`src/rtl/slot_bus_if.sv`:
```
// Apple II slot bus front end: synchronises the raw bus strobes, classifies each access,
// tracks $C800 ownership, issues register strobes and sequences the delayed data-bus drive.
module slot_bus_if #(
   parameter int SYNC_STAGES  = 2,
   parameter int OE_DELAY     = 2,
   parameter bit Q3_GATE      = 1'b1,
   parameter bit READ_A0_ONLY = 1'b1
) (
   input  logic        clk,
   input  logic        reset,
   input  logic [11:0] addr,
   input  logic        rw,
   input  logic        q3,
   input  logic        _devsel,
   input  logic        _iosel,
   input  logic        _iostrobe,
   input  logic [7:0]  data_in,
   input  logic [7:0]  rom_data,
   input  logic [7:0]  reg_data,
   output logic [11:0] rom_addr,
   output logic [3:0]  reg_addr,
   output logic        reg_rd,
   output logic        reg_wr,
   output logic [7:0]  reg_wdata,
   output logic [7:0]  data_out,
   output logic        data_oe,
   output logic        _en245,
   output logic        exp_active
);

   typedef enum logic [1:0] {S_IDLE, S_SETTLE, S_DRIVE} state_t;
   typedef enum logic [1:0] {K_NONE, K_DEV, K_IOSEL, K_STRB} kind_t;

   localparam int SW = 25;
   localparam logic [SW-1:0] SYNC_IDLE = 25'h700;  // the three strobes rest high
   localparam int CW = (OE_DELAY > 1) ? $clog2(OE_DELAY) : 1;
   localparam logic [CW-1:0] CNT_INIT = (OE_DELAY > 0) ? CW'(OE_DELAY - 1) : '0;

   logic [SW-1:0] sync_q [SYNC_STAGES];
   logic [SW-1:0] sync_out;
   logic [11:0]   addr_s;
   logic          rw_s, q3_s, devsel_n_s, iosel_n_s, strb_n_s;
   logic [7:0]    data_s;
   logic [2:0]    strb_prev;

   state_t        state;
   kind_t         kind_q, start_kind;
   logic [CW-1:0] cnt;
   logic          rw_q, rom_sel_q, oe_ok_q, wr_pend;
   logic          dev_fall, io_fall, strb_fall;
   logic          is_cfff, start_rom, start_ok, start_oe, q3_ok, sel_cur;

   always_ff @(posedge clk) begin
      if (reset) begin
         for (int i = 0; i < SYNC_STAGES; i++) sync_q[i] <= SYNC_IDLE;
      end else begin
         // NOTE: non-blocking, so every stage takes its neighbour's old value and the chain really shifts
         sync_q[0] <= {addr, rw, q3, _devsel, _iosel, _iostrobe, data_in};
         for (int i = 1; i < SYNC_STAGES; i++) sync_q[i] <= sync_q[i-1];
      end
   end

   assign sync_out   = sync_q[SYNC_STAGES-1];
   assign addr_s     = sync_out[24:13];
   assign rw_s       = sync_out[12];
   assign q3_s       = sync_out[11];
   assign devsel_n_s = sync_out[10];
   assign iosel_n_s  = sync_out[9];
   assign strb_n_s   = sync_out[8];
   assign data_s     = sync_out[7:0];

   assign dev_fall  = strb_prev[2] & ~devsel_n_s;
   assign io_fall   = strb_prev[1] & ~iosel_n_s;
   assign strb_fall = strb_prev[0] & ~strb_n_s;

   always_comb begin
      // NOTE: default first so no path holds the old value, which would infer a latch
      start_kind = K_NONE;
      if (state == S_IDLE) begin
         if (dev_fall)       start_kind = K_DEV;
         else if (io_fall)   start_kind = K_IOSEL;
         else if (strb_fall) start_kind = K_STRB;
      end
   end

   // A $CFFF strobe hands ownership away, so it is never driven even while owned.
   assign is_cfff   = (addr_s[10:0] == 11'h7FF);
   assign start_rom = (start_kind == K_IOSEL) ||
                      (start_kind == K_STRB && exp_active && !is_cfff);
   assign start_ok  = (start_kind == K_DEV) || start_rom;
   assign start_oe  = rw_s && (start_rom ||
                      (start_kind == K_DEV && (!READ_A0_ONLY || !addr_s[0])));
   assign q3_ok     = !Q3_GATE || !q3_s;
   assign sel_cur   = (kind_q == K_DEV)   ? !devsel_n_s :
                      (kind_q == K_IOSEL) ? !iosel_n_s  :
                      (kind_q == K_STRB)  ? !strb_n_s   : 1'b0;

   always_ff @(posedge clk) begin
      if (reset) begin
         state      <= S_IDLE;
         cnt        <= '0;
         kind_q     <= K_NONE;
         rw_q       <= 1'b0;
         rom_sel_q  <= 1'b0;
         oe_ok_q    <= 1'b0;
         wr_pend    <= 1'b0;
         strb_prev  <= 3'b111;
         rom_addr   <= '0;
         reg_addr   <= '0;
         reg_rd     <= 1'b0;
         reg_wr     <= 1'b0;
         reg_wdata  <= '0;
         data_out   <= '0;
         data_oe    <= 1'b0;
         _en245     <= 1'b1;
         exp_active <= 1'b0;
      end else begin
         strb_prev <= {devsel_n_s, iosel_n_s, strb_n_s};
         reg_rd    <= 1'b0;
         reg_wr    <= 1'b0;
         data_out  <= rom_sel_q ? rom_data :
                      (kind_q == K_DEV && rw_q) ? reg_data : 8'h00;

         if (start_kind != K_NONE) begin
            kind_q    <= start_kind;
            rom_addr  <= addr_s;
            reg_addr  <= addr_s[3:0];
            rw_q      <= rw_s;
            rom_sel_q <= start_rom;
            oe_ok_q   <= start_oe;
            if (start_kind == K_IOSEL)
               exp_active <= 1'b1;
            else if (start_kind == K_STRB && is_cfff)
               exp_active <= 1'b0;
            if (start_kind == K_DEV) begin
               reg_rd  <= rw_s;
               wr_pend <= !rw_s;
            end
         end

         // Write data follows the bus for the whole access; reg_wr fires once _devsel is gone.
         if ((wr_pend || (start_kind == K_DEV && !rw_s)) && !devsel_n_s)
            reg_wdata <= data_s;
         if (wr_pend && devsel_n_s) begin
            reg_wr  <= 1'b1;
            wr_pend <= 1'b0;
         end

         case (state)
            S_IDLE: begin
               if (start_ok) begin
                  if (OE_DELAY == 0) begin
                     state   <= S_DRIVE;
                     data_oe <= start_oe;
                     _en245  <= !q3_ok;
                  end else begin
                     state <= S_SETTLE;
                     cnt   <= CNT_INIT;
                  end
               end
            end
            S_SETTLE: begin
               if (!sel_cur) begin
                  state <= S_IDLE;
               end else if (cnt == '0) begin
                  state   <= S_DRIVE;
                  data_oe <= oe_ok_q;
                  _en245  <= !q3_ok;
               end else begin
                  cnt <= cnt - 1'b1;
               end
            end
            S_DRIVE: begin
               if (!sel_cur) begin
                  state   <= S_IDLE;
                  data_oe <= 1'b0;
                  _en245  <= 1'b1;
               end else begin
                  _en245 <= !q3_ok;
               end
            end
            default: state <= S_IDLE;
         endcase
      end
   end

endmodule

```
`config.mk`:
```
export PLATFORM = sky130hd
export DESIGN_NAME = slot_bus_if
export DESIGN_NICKNAME = d
export VERILOG_FILES = /design/src/rtl/slot_bus_if.sv
export SDC_FILE = /design/constraint.sdc
export NUM_CORES = 1
export LEC_CHECK = 0
export CAP_MARGIN = 20
export CORE_MARGIN = 2
export CORE_UTILIZATION = 52
export DETAILED_ROUTE_END_ITERATION = 8
export GPL_ROUTABILITY_DRIVEN = 0
export GPL_TIMING_DRIVEN = 0
export PLACE_DENSITY = 0.91
export RECOVER_POWER = 25
export SYNTH_ARGS = -nofsm -noshare
export SYNTH_HDL_FRONTEND = slang
export SYNTH_SLANG_ARGS = --single-unit
```
`constraint.sdc`:
```
create_clock -name clk -period 2.5 [get_ports clk]
set_input_delay 0.5 -clock clk [delete_from_list [all_inputs] [get_ports clk]]
set_output_delay 0.5 -clock clk [all_outputs]
set_load 0.02 [all_outputs]
```
==> flow_summary.ini <==
[critical_path]
rr_startpoint = state[1]
worst_setup_path_start_kind = flop
cpPeakStageDelay_ns = 0.59
ff2ff_setup_slack_ns = 0.74
crit_chain = buf_4 > clkdlybuf4s50_1
criticalPathCategory = reg -> out
critPathSlowestCell = clkdlybuf4s50_1
r2r_end = rom_addr[10]
cp.arrival_ns = 1.45
critPathBufInv = 2
end_kind = primary output
rr_worst_depth = 7
cp_max_fo = 3
path_delay_family = buffers and inverters
worstPathRequired_ns = 2.00

[die]
chipHeight_um = 82.3
fp.coreArea_mm2 = 0.00592
initial_utilization_pct = 53.9
die_x_um = 82.3
ios = 80
die_area_mm2 = 0.00678
num_rows = 28

[pwr]
ir_drop_mv = 0.486
p_per_area_mw_per_mm2 = 701
p_leak_nw = 1.67

[synth]
avgSynthCellArea_um2 = 10.9
ys_seq_elements = 95
synth_edf_count = 0
syn-cell-area_mm2 = 0.00319
ys_seq_area_share_pct = 59.6
syn_nets = 335
synth_cell_types = 46
ys.warnings.count = 0
synth_ff_type = dfxtp_1
synth_cells = 292
async_flop_share_pct = 0

[sta]
setup_viol = 0
fin_crit_ns = 1.95
rsz0062_at_grt = no
fin_skew_ns = 0.0144
period_share_pct = 78.2
maxSlewViolCount = 0
max_freq_mhz = 512
maxSlewHeadroom_pct = 64.1
worst_pin_slew_ns = 0.538
hold_viol_final = 0
fin_setup_tns_ns = 0

[drt]
drtIter0Drc = 84
wl_um = 6800
route.detailed.drc = 0
highest_layer = met4
via_per_inst = 5.10
met3_length_um = 425
wl_per_cell_um = 14.8
drt-met1-wl_um = 2770
vias = 2349
ant_nets = 0
wl_met2_um = 3430
detail_route.first_pass.iterations = 4

[cts]
clkTransAtPathRegs_ns = 0.10
ctsHoldBuffers = 0
clock-sinks = 95
cts_tree = yes
numCtsBuffers = 9
cts_htree_levels = 3
postCtsSetupBuffers = 0
cts-root-buf = clkbuf_8
clock_latency_ns = 0.37
cts_resized = 0
clockBufferDepth = 2

[min_path]
hold_path.startpoint = sync_q[0][9]
hold_path_class = reg -> reg
hold_path_end = sync_q[0][34]
holdPathStages = 1

[grt]
grt_pass1_vias = 2315
grt_pass1_wl_um = 10700
grt_max_degree = 17
grt_overflow_total = 0
grt_use_total_pct = 21.6
antenna_found_initial = 0

[finish]
area_growth_syn_to_layout_pct = 34.9
nets = 424
diodes = 0
final_area_mm2 = 0.00430
final_util_pct = 72.7
layout-drive-gt1-share_pct = 9.59
mostFrequentLayoutCells = dfxtp_1, clkdlybuf4s50_1, nor2b_1
final_common_cell = dfxtp_1

[place]
placed_area_mm2 = 0.00407
numPortBuffers = 78
place_hpwl_um = 4670

[status]
status = complete, no violations

[job]
cap_violations = 0
[worst reg2reg max path, delay by kind of cell, from the launching register on]
kind,cells,cell delay (ns)
AOI/OAI and AO/OA,1,0.28
buffers and inverters,3,0.50
DFF,1,0.31
muxes,1,0.25
and+or+nand+nor,2,0.29
[where the power goes]
group          total [mW]  switching, mW  internal [mW]  leakage [nW]
combinational       0.252          0.110          0.143         0.766
sequential           1.60         0.0290           1.57         0.779
clock                1.17          0.541          0.627         0.121
total                3.02          0.679           2.34          1.67
[registers in the layout (all words and copies together) (netlist names), 2 cells and up]
register,count
data_out,8
kind_q,2
rom_addr,12
sync_q,50
state,2
strb_prev,3
reg_wdata,8
[cells by family (layout without fill, tap and decap cells)]
group / after synthesis / after routing / synth area share, %
multiplexers: 23 / 23 / 7.22
flip-flops: 95 / 95 / 59.6
AO/OA/AOI/OAI: 35 / 35 / 8.90
AND/OR/NAND/NOR: 112 / 112 / 19.9
buffers and inverters: 27 / 121 / 4.39
[metal layers]
layer	up-vias	global-route usage [%]
met5	-	0
met1	1085	24.3
met2	95	38.1
met3	15	4.57
li1	1154	-
met4	0	11.2
[synthesized netlist by cell type (2+ instances only)]
library cell / n / area [µm²]
mux2i_1: 23 / 230
o211ai_1: 2 / 15.0
nand4_1: 2 / 12.5
nor2_1: 31 / 116
a21oi_1: 5 / 25.0
nand3_1: 2 / 10.0
nor3b_1: 2 / 15.0
nor2b_1: 47 / 294
clkbuf_1: 11 / 41.3
nor3_1: 3 / 15.0
inv_1: 6 / 22.5
dfxtp_1: 95 / 1900
a22oi_1: 8 / 60.1
a31oi_1: 2 / 12.5
buf_4: 4 / 30.0
nand2b_1: 6 / 37.5
buf_6: 3 / 33.8
o21ai_0: 3 / 15.0
buf_1: 2 / 7.51
or2_2: 9 / 56.3
[area by class of cell]
type | count | area, µm²
Inverter | 6 | 22.5
Clock buffer | 11 | 151
Sequential cell | 95 | 1900
Fill cell | 408 | 1620
Buffer | 21 | 118
Timing Repair Buffer | 78 | 781
Clock inverter | 5 | 86.3
Tap cell | 75 | 93.8
Multi-Input combinational cell | 170 | 1150
[how the worst max path moves through the flow]
| stage | end | depth (start not counted) | startpoint |
|---|---|---|---|
| floorplan | state[0] | 6 | state[1] |
| global placement | data_out[6] | 4 | reset |
| detailed placement | data_out[5] | 4 | reset |
| CTS | rom_addr[2] | 2 | rom_addr[2] |
| global route | rom_addr[0] | 2 | rom_addr[0] |
| finish | rom_addr[0] | 2 | rom_addr[0] |
[metrics by stage]
stage                     setup WS [ns]  total power, mW  std cells  hold slack, ns
after floorplan                   0.955             1.76        292           0.389
after global placement            0.528             1.87        445           0.391
after detailed placement          0.457             1.88        445           0.393
after CTS                         0.531             3.03        461           0.416
after global routing              0.495             3.12        461           0.429
final                             0.546             3.02        461           0.416
Note: power is estimated with default switching activity, not from simulation.
